[src/rtl/imem_arbiter.sv]
// imem_arbiter: two-requester round-robin arbiter in front of the single
// combinational read port of the instruction ROM.
//
// Port 0 is the processor fetch path, port 1 the debug/readback path. Each
// port has a valid/ready request handshake and a one-entry registered
// response slot that can be back-pressured. At most one ROM read is issued
// per cycle; the read data is captured into the granted port's slot on the
// same edge, giving a one-cycle request-to-response latency.
//
// Ports:
//   clk, reset             clock; synchronous active-low reset
//   req0_valid/addr/ready  port 0 request handshake (ready = grant)
//   rsp0_valid/data/ready  port 0 response slot
//   req1_* / rsp1_*        same for port 1
//   mem_addr               ROM address (0 when nothing is granted)
//   mem_q                  ROM read data, combinational in mem_addr
module imem_arbiter #(
  parameter int unsigned N = 32,
  parameter int unsigned A = 6
) (
  input  logic         clk,
  input  logic         reset,
  input  logic         req0_valid,
  input  logic [A-1:0] req0_addr,
  output logic         req0_ready,
  output logic         rsp0_valid,
  output logic [N-1:0] rsp0_data,
  input  logic         rsp0_ready,
  input  logic         req1_valid,
  input  logic [A-1:0] req1_addr,
  output logic         req1_ready,
  output logic         rsp1_valid,
  output logic [N-1:0] rsp1_data,
  input  logic         rsp1_ready,
  output logic [A-1:0] mem_addr,
  input  logic [N-1:0] mem_q
);

  logic eligible0, eligible1;
  logic grant0, grant1;

  // Port that won the most recent grant; the other port wins the next tie.
  logic last_grant_q, last_grant_d;

  logic         rsp0_valid_q, rsp0_valid_d;
  logic [N-1:0] rsp0_data_q, rsp0_data_d;
  logic         rsp1_valid_q, rsp1_valid_d;
  logic [N-1:0] rsp1_data_q, rsp1_data_d;

  // A full slot can only take a new request in the cycle it is drained, so
  // responses are never overwritten.
  always_comb begin
    eligible0 = req0_valid && (!rsp0_valid_q || rsp0_ready);
    eligible1 = req1_valid && (!rsp1_valid_q || rsp1_ready);
  end

  always_comb begin
    grant0   = 1'b0;
    grant1   = 1'b0;
    mem_addr = '0;
    if (eligible0 && eligible1) begin
      grant0 = last_grant_q;
      grant1 = !last_grant_q;
    end else begin
      grant0 = eligible0;
      grant1 = eligible1;
    end
    if (grant0) begin
      mem_addr = req0_addr;
    end else if (grant1) begin
      mem_addr = req1_addr;
    end
  end

  assign req0_ready = grant0;
  assign req1_ready = grant1;

  // A grant and a drain on the same port in one cycle reload the slot, so the
  // grant case takes priority and keeps valid high.
  always_comb begin
    last_grant_d = last_grant_q;
    rsp0_valid_d = rsp0_valid_q;
    rsp0_data_d  = rsp0_data_q;
    rsp1_valid_d = rsp1_valid_q;
    rsp1_data_d  = rsp1_data_q;

    if (grant0) begin
      rsp0_valid_d = 1'b1;
      rsp0_data_d  = mem_q;
      last_grant_d = 1'b0;
    end else if (rsp0_valid_q && rsp0_ready) begin
      rsp0_valid_d = 1'b0;
    end

    if (grant1) begin
      rsp1_valid_d = 1'b1;
      rsp1_data_d  = mem_q;
      last_grant_d = 1'b1;
    end else if (rsp1_valid_q && rsp1_ready) begin
      rsp1_valid_d = 1'b0;
    end
  end

  // last_grant resets to 1 so port 0 wins the first contention.
  always_ff @(posedge clk) begin
    if (!reset) begin
      last_grant_q <= 1'b1;
      rsp0_valid_q <= 1'b0;
      rsp0_data_q  <= '0;
      rsp1_valid_q <= 1'b0;
      rsp1_data_q  <= '0;
    end else begin
      last_grant_q <= last_grant_d;
      rsp0_valid_q <= rsp0_valid_d;
      rsp0_data_q  <= rsp0_data_d;
      rsp1_valid_q <= rsp1_valid_d;
      rsp1_data_q  <= rsp1_data_d;
    end
  end

  assign rsp0_valid = rsp0_valid_q;
  assign rsp0_data  = rsp0_data_q;
  assign rsp1_valid = rsp1_valid_q;
  assign rsp1_data  = rsp1_data_q;

  // Structural invariants of the arbiter.
  a_one_grant : assert property (@(posedge clk) disable iff (!reset)
    !(req0_ready && req1_ready));

  a_idle_addr : assert property (@(posedge clk) disable iff (!reset)
    (!req0_ready && !req1_ready) |-> (mem_addr == '0));

  a_no_overwrite0 : assert property (@(posedge clk) disable iff (!reset)
    (rsp0_valid && !rsp0_ready) |-> !req0_ready);

  a_no_overwrite1 : assert property (@(posedge clk) disable iff (!reset)
    (rsp1_valid && !rsp1_ready) |-> !req1_ready);

endmodule

[config.mk]
export PLATFORM = sky130hd
export DESIGN_NAME = imem_arbiter
export DESIGN_NICKNAME = d
export VERILOG_FILES = /design/src/rtl/imem_arbiter.sv
export SDC_FILE = /design/constraint.sdc
export NUM_CORES = 1
export LEC_CHECK = 0
export CORE_MARGIN = 2
export CORE_UTILIZATION = 44
export DETAILED_ROUTE_END_ITERATION = 8
export HOLD_SLACK_MARGIN = 0.08
export PLACE_DENSITY_LB_ADDON = 0.3
export RECOVER_POWER = 50
export SLEW_MARGIN = 0
export SYNTH_ARGS = -nofsm -noshare
export SYNTH_HDL_FRONTEND = slang
export SYNTH_SLANG_ARGS = --single-unit
[constraint.sdc]
create_clock -name clk -period 3.7 [get_ports clk]
set_input_delay 0.37 -clock clk [delete_from_list [all_inputs] [get_ports clk]]
set_output_delay 0.37 -clock clk [all_outputs]
set_load 0.03 [all_outputs]
==> impl_metrics.json <==
{
  "status": "finished with violations",
  "violations": "capacitance limit, slew limit",
  "dpl-instance-area_um2": 3855,
  "grt_pass1_wl_um": 9763,
  "yosys_warnings": 0,
  "core_um2": 5851,
  "drive_gt1_share_pct": 5.867,
  "rsz0062_at_grt": "no",
  "slew_headroom_pct": -18.75,
  "finalWorstSetupSlack_ps": 969.6,
  "ff_latch_area_um2": 1341,
  "drt_wl_total_um": 6310,
  "finalCriticalPeriod_ps": 2730,
  "ys_seq_elements": 67,
  "fmax_mhz": 366.2,
  "clkTransAtPathRegs_ps": 70,
  "hold_buffers": 0,
  "ant_nets": 0,
  "p_clk_share_pct": 30.0,
  "critPathArrivalTime_ps": 2360,
  "cts_resized": 0,
  "power_frac_seq_pct": 45.3,
  "power.switching_mw": 0.5125,
  "antenna_found_initial": 0,
  "setup-tns-final_ps": 0,
  "initial_core_util_pct": 45.00,
  "switching_share_pct": 29.06,
  "die_area_um2": 6618,
  "required_ps": 3330,
  "dp_cells": 451,
  "final_area_um2": 4025,
  "routedWlPerCell_um": 13.51,
  "firstDrtPassIters": 4,
  "drt_iter0_drc": 56,
  "seq_area_frac_synth_pct": 50.95,
  "postCtsSetupBuffers": 0,
  "cts_root_buffer": "clkbuf_8",
  "critPathBufInv": 3,
  "num_rows": 28,
  "cts_tree": "done",
  "synth_cells": 268,
  "worstSetupPathType": "in2out",
  "period_share_pct": 73.80,
  "detail_route.vias_per_cell": 4.801,
  "max-cap-violations": 1,
  "fin_cells": 467,
  "multiInputGateArea_um2": 1164,
  "rr_startpoint": "rsp0_valid",
  "endpoint_kind": "primary output",
  "start_kind": "input port",
  "n_fill_cell": 475,
  "p_per_area_nw_per_um2": 438.2,
  "internal_power_mw": 1.251,
  "syn2layout_area_growth_pct": 52.90,
  "htreeDepth": 3,
  "overflow": 0,
  "path_delay_family": "buffers and inverters",
  "io_buffers": 123,
  "finalHoldViolations": 0,
  "critPathMostFrequentCell": "clkdlybuf4s50_1",
  "die_w_um": 81.35,
  "tightest_slew_ps": 1781,
  "syn-num-nets": 318,
  "p_leak_nw": 1.700,
  "layout.nets": 437,
  "drc": 0,
  "syn_avg_cell_area_um2": 9.823,
  "clock_path_buffers": 2,
  "place_congestion": 0.7209,
  "cts.sinks": 67,
  "combPwrFrac_pct": 24.7,
  "cpMaxStageDelayCell": "clkdlybuf4s50_1",
  "cp_cell_sequence": "clkdlybuf4s50_1, nor2b_1, o211ai_4, inv_4, a22o_1, clkdlybuf4s50_1",
  "n_antenna_cell": 0,
  "finalPower_mw": 1.764,
  "chipHeight_um": 81.35,
  "synth_cell_types": 16,
  "final.setup_skew_ps": 4.701,
  "place_ws_ps": 966.0,
  "worstSkewPairLatency_ps": 330,
  "dp_hpwl_um": 4452,
  "crit_fanout": 25,
  "ir_drop_mv": 0.2831,
  "holdCritStartpoint": "rsp1_data[23]",
  "startpoint": "rsp0_ready",
  "syn-cell-area_um2": 2633,
  "grt_usage_pct": 19.52,
  "cts_buffers": 9,
  "vias": 2242,
  "setup_viol": 0,
  "grt_pass1_vias": 2136,
  "hp-class": "reg2reg",
  "grt_max_degree": 100,
  "io_pins": 124,
  "slew_viol_final": 100,
  "max_stage_delay_ps": 660
}
[final timing paths]
check	end	slack [ps]	depth (start not counted)
max reg2reg	rsp1_data[22]	2280	4
min	rsp1_data[23]	460	2
max	mem_addr[4]	970	6
min reg2reg	rsp1_data[23]	460	2
[power groups by stage]
stage	clock network, mW	logic [mW]	registers, mW
3_3_place_gp	0	0.433	0.814
6_report	0.529	0.435	0.800
2_1_floorplan	0	0.153	0.916
4_1_cts	0.545	0.439	0.800
3_5_place_dp	0	0.437	0.816
5_1_grt	0.574	0.461	0.805
[per-stage QoR]
stage | utilization, % | hold WS, ps
final | 68.80 | 455.7
after global routing | 68.80 | 471.5
after CTS | 68.84 | 458.4
after detailed placement | 65.89 | 450.0
after global placement | 65.89 | 441.4
after floorplan | - | 439.4
[cell usage in the layout, fill, tap and decap left out, drive strengths merged]
cell,instances
nor2b,2
inv,2
nand2,98
a22o,6
a21boi,2
dfxtp,67
a21o,1
clkbuf,15
nand2b,3
o21ai,3
o211ai,2
mux2i,64
clkinv,2
dlygate4sd3,3
buf,5
clkdlybuf4s50,117
[sequential cells by signal, indices dropped and copies added (netlist names)]
name          count
rsp0_data        32
rsp1_data        32
rsp1_valid        1
last_grant_q      1
rsp0_valid        1
[cell type report]
class	instances	area share, %
tap	75	2.331
inverter	2	0.3108
sequential	67	33.32
clock buffer	14	4.041
clock inverter	2	0.2487
timing repair buffer	126	30.84
multi-input combinational	181	28.91
[worst reg2reg max path: stages (launching register included)]
cell,delay [ps]
dfxtp_1,350
nor2b_1,270
o211ai_4,130
inv_4,330
mux2i_1,270
[synth_stat cells]
library cell	instances	area [um^2]
buf_4	2	15.01
clkbuf_1	9	33.78
nand2b_1	3	18.77
nand2_1	98	367.9
buf_2	2	10.01
o21ai_0	3	15.01
a21boi_0	2	15.01
buf_6	5	56.30
dfxtp_1	67	1341
a21o_1	1	7.510
mux2i_1	64	640.6
inv_4	2	12.51
o211ai_4	1	21.27
nor2b_1	2	12.51
o211ai_2	1	12.51
a22o_1	6	52.55
[routing by layer]
metal / share of wire [%] / wire (um) / track usage, % / up-vias
met2: 45 / 2871 / 30.49 / 75
li1: - / - / - / 1120
met1: 43 / 2736 / 23.24 / 1040
met3: 9.8 / 619 / 8.333 / 7
met4: 1.3 / 82 / 8.814 / 0
met5: 0 / 0 / 0 / -
[kinds of logic (layout without fill, tap and decap cells)]
| family | count (synthesis) | after routing | synth area share (%) |
|---|---|---|---|
| AOI/OAI and AO/OA | 14 | 14 | 4.705 |
| buffers and inverters | 20 | 144 | 4.847 |
| DFF | 67 | 67 | 50.95 |
| muxes | 64 | 64 | 24.33 |
| and+or+nand+nor | 103 | 103 | 15.16 |
(Power assumes the default switching activity.)
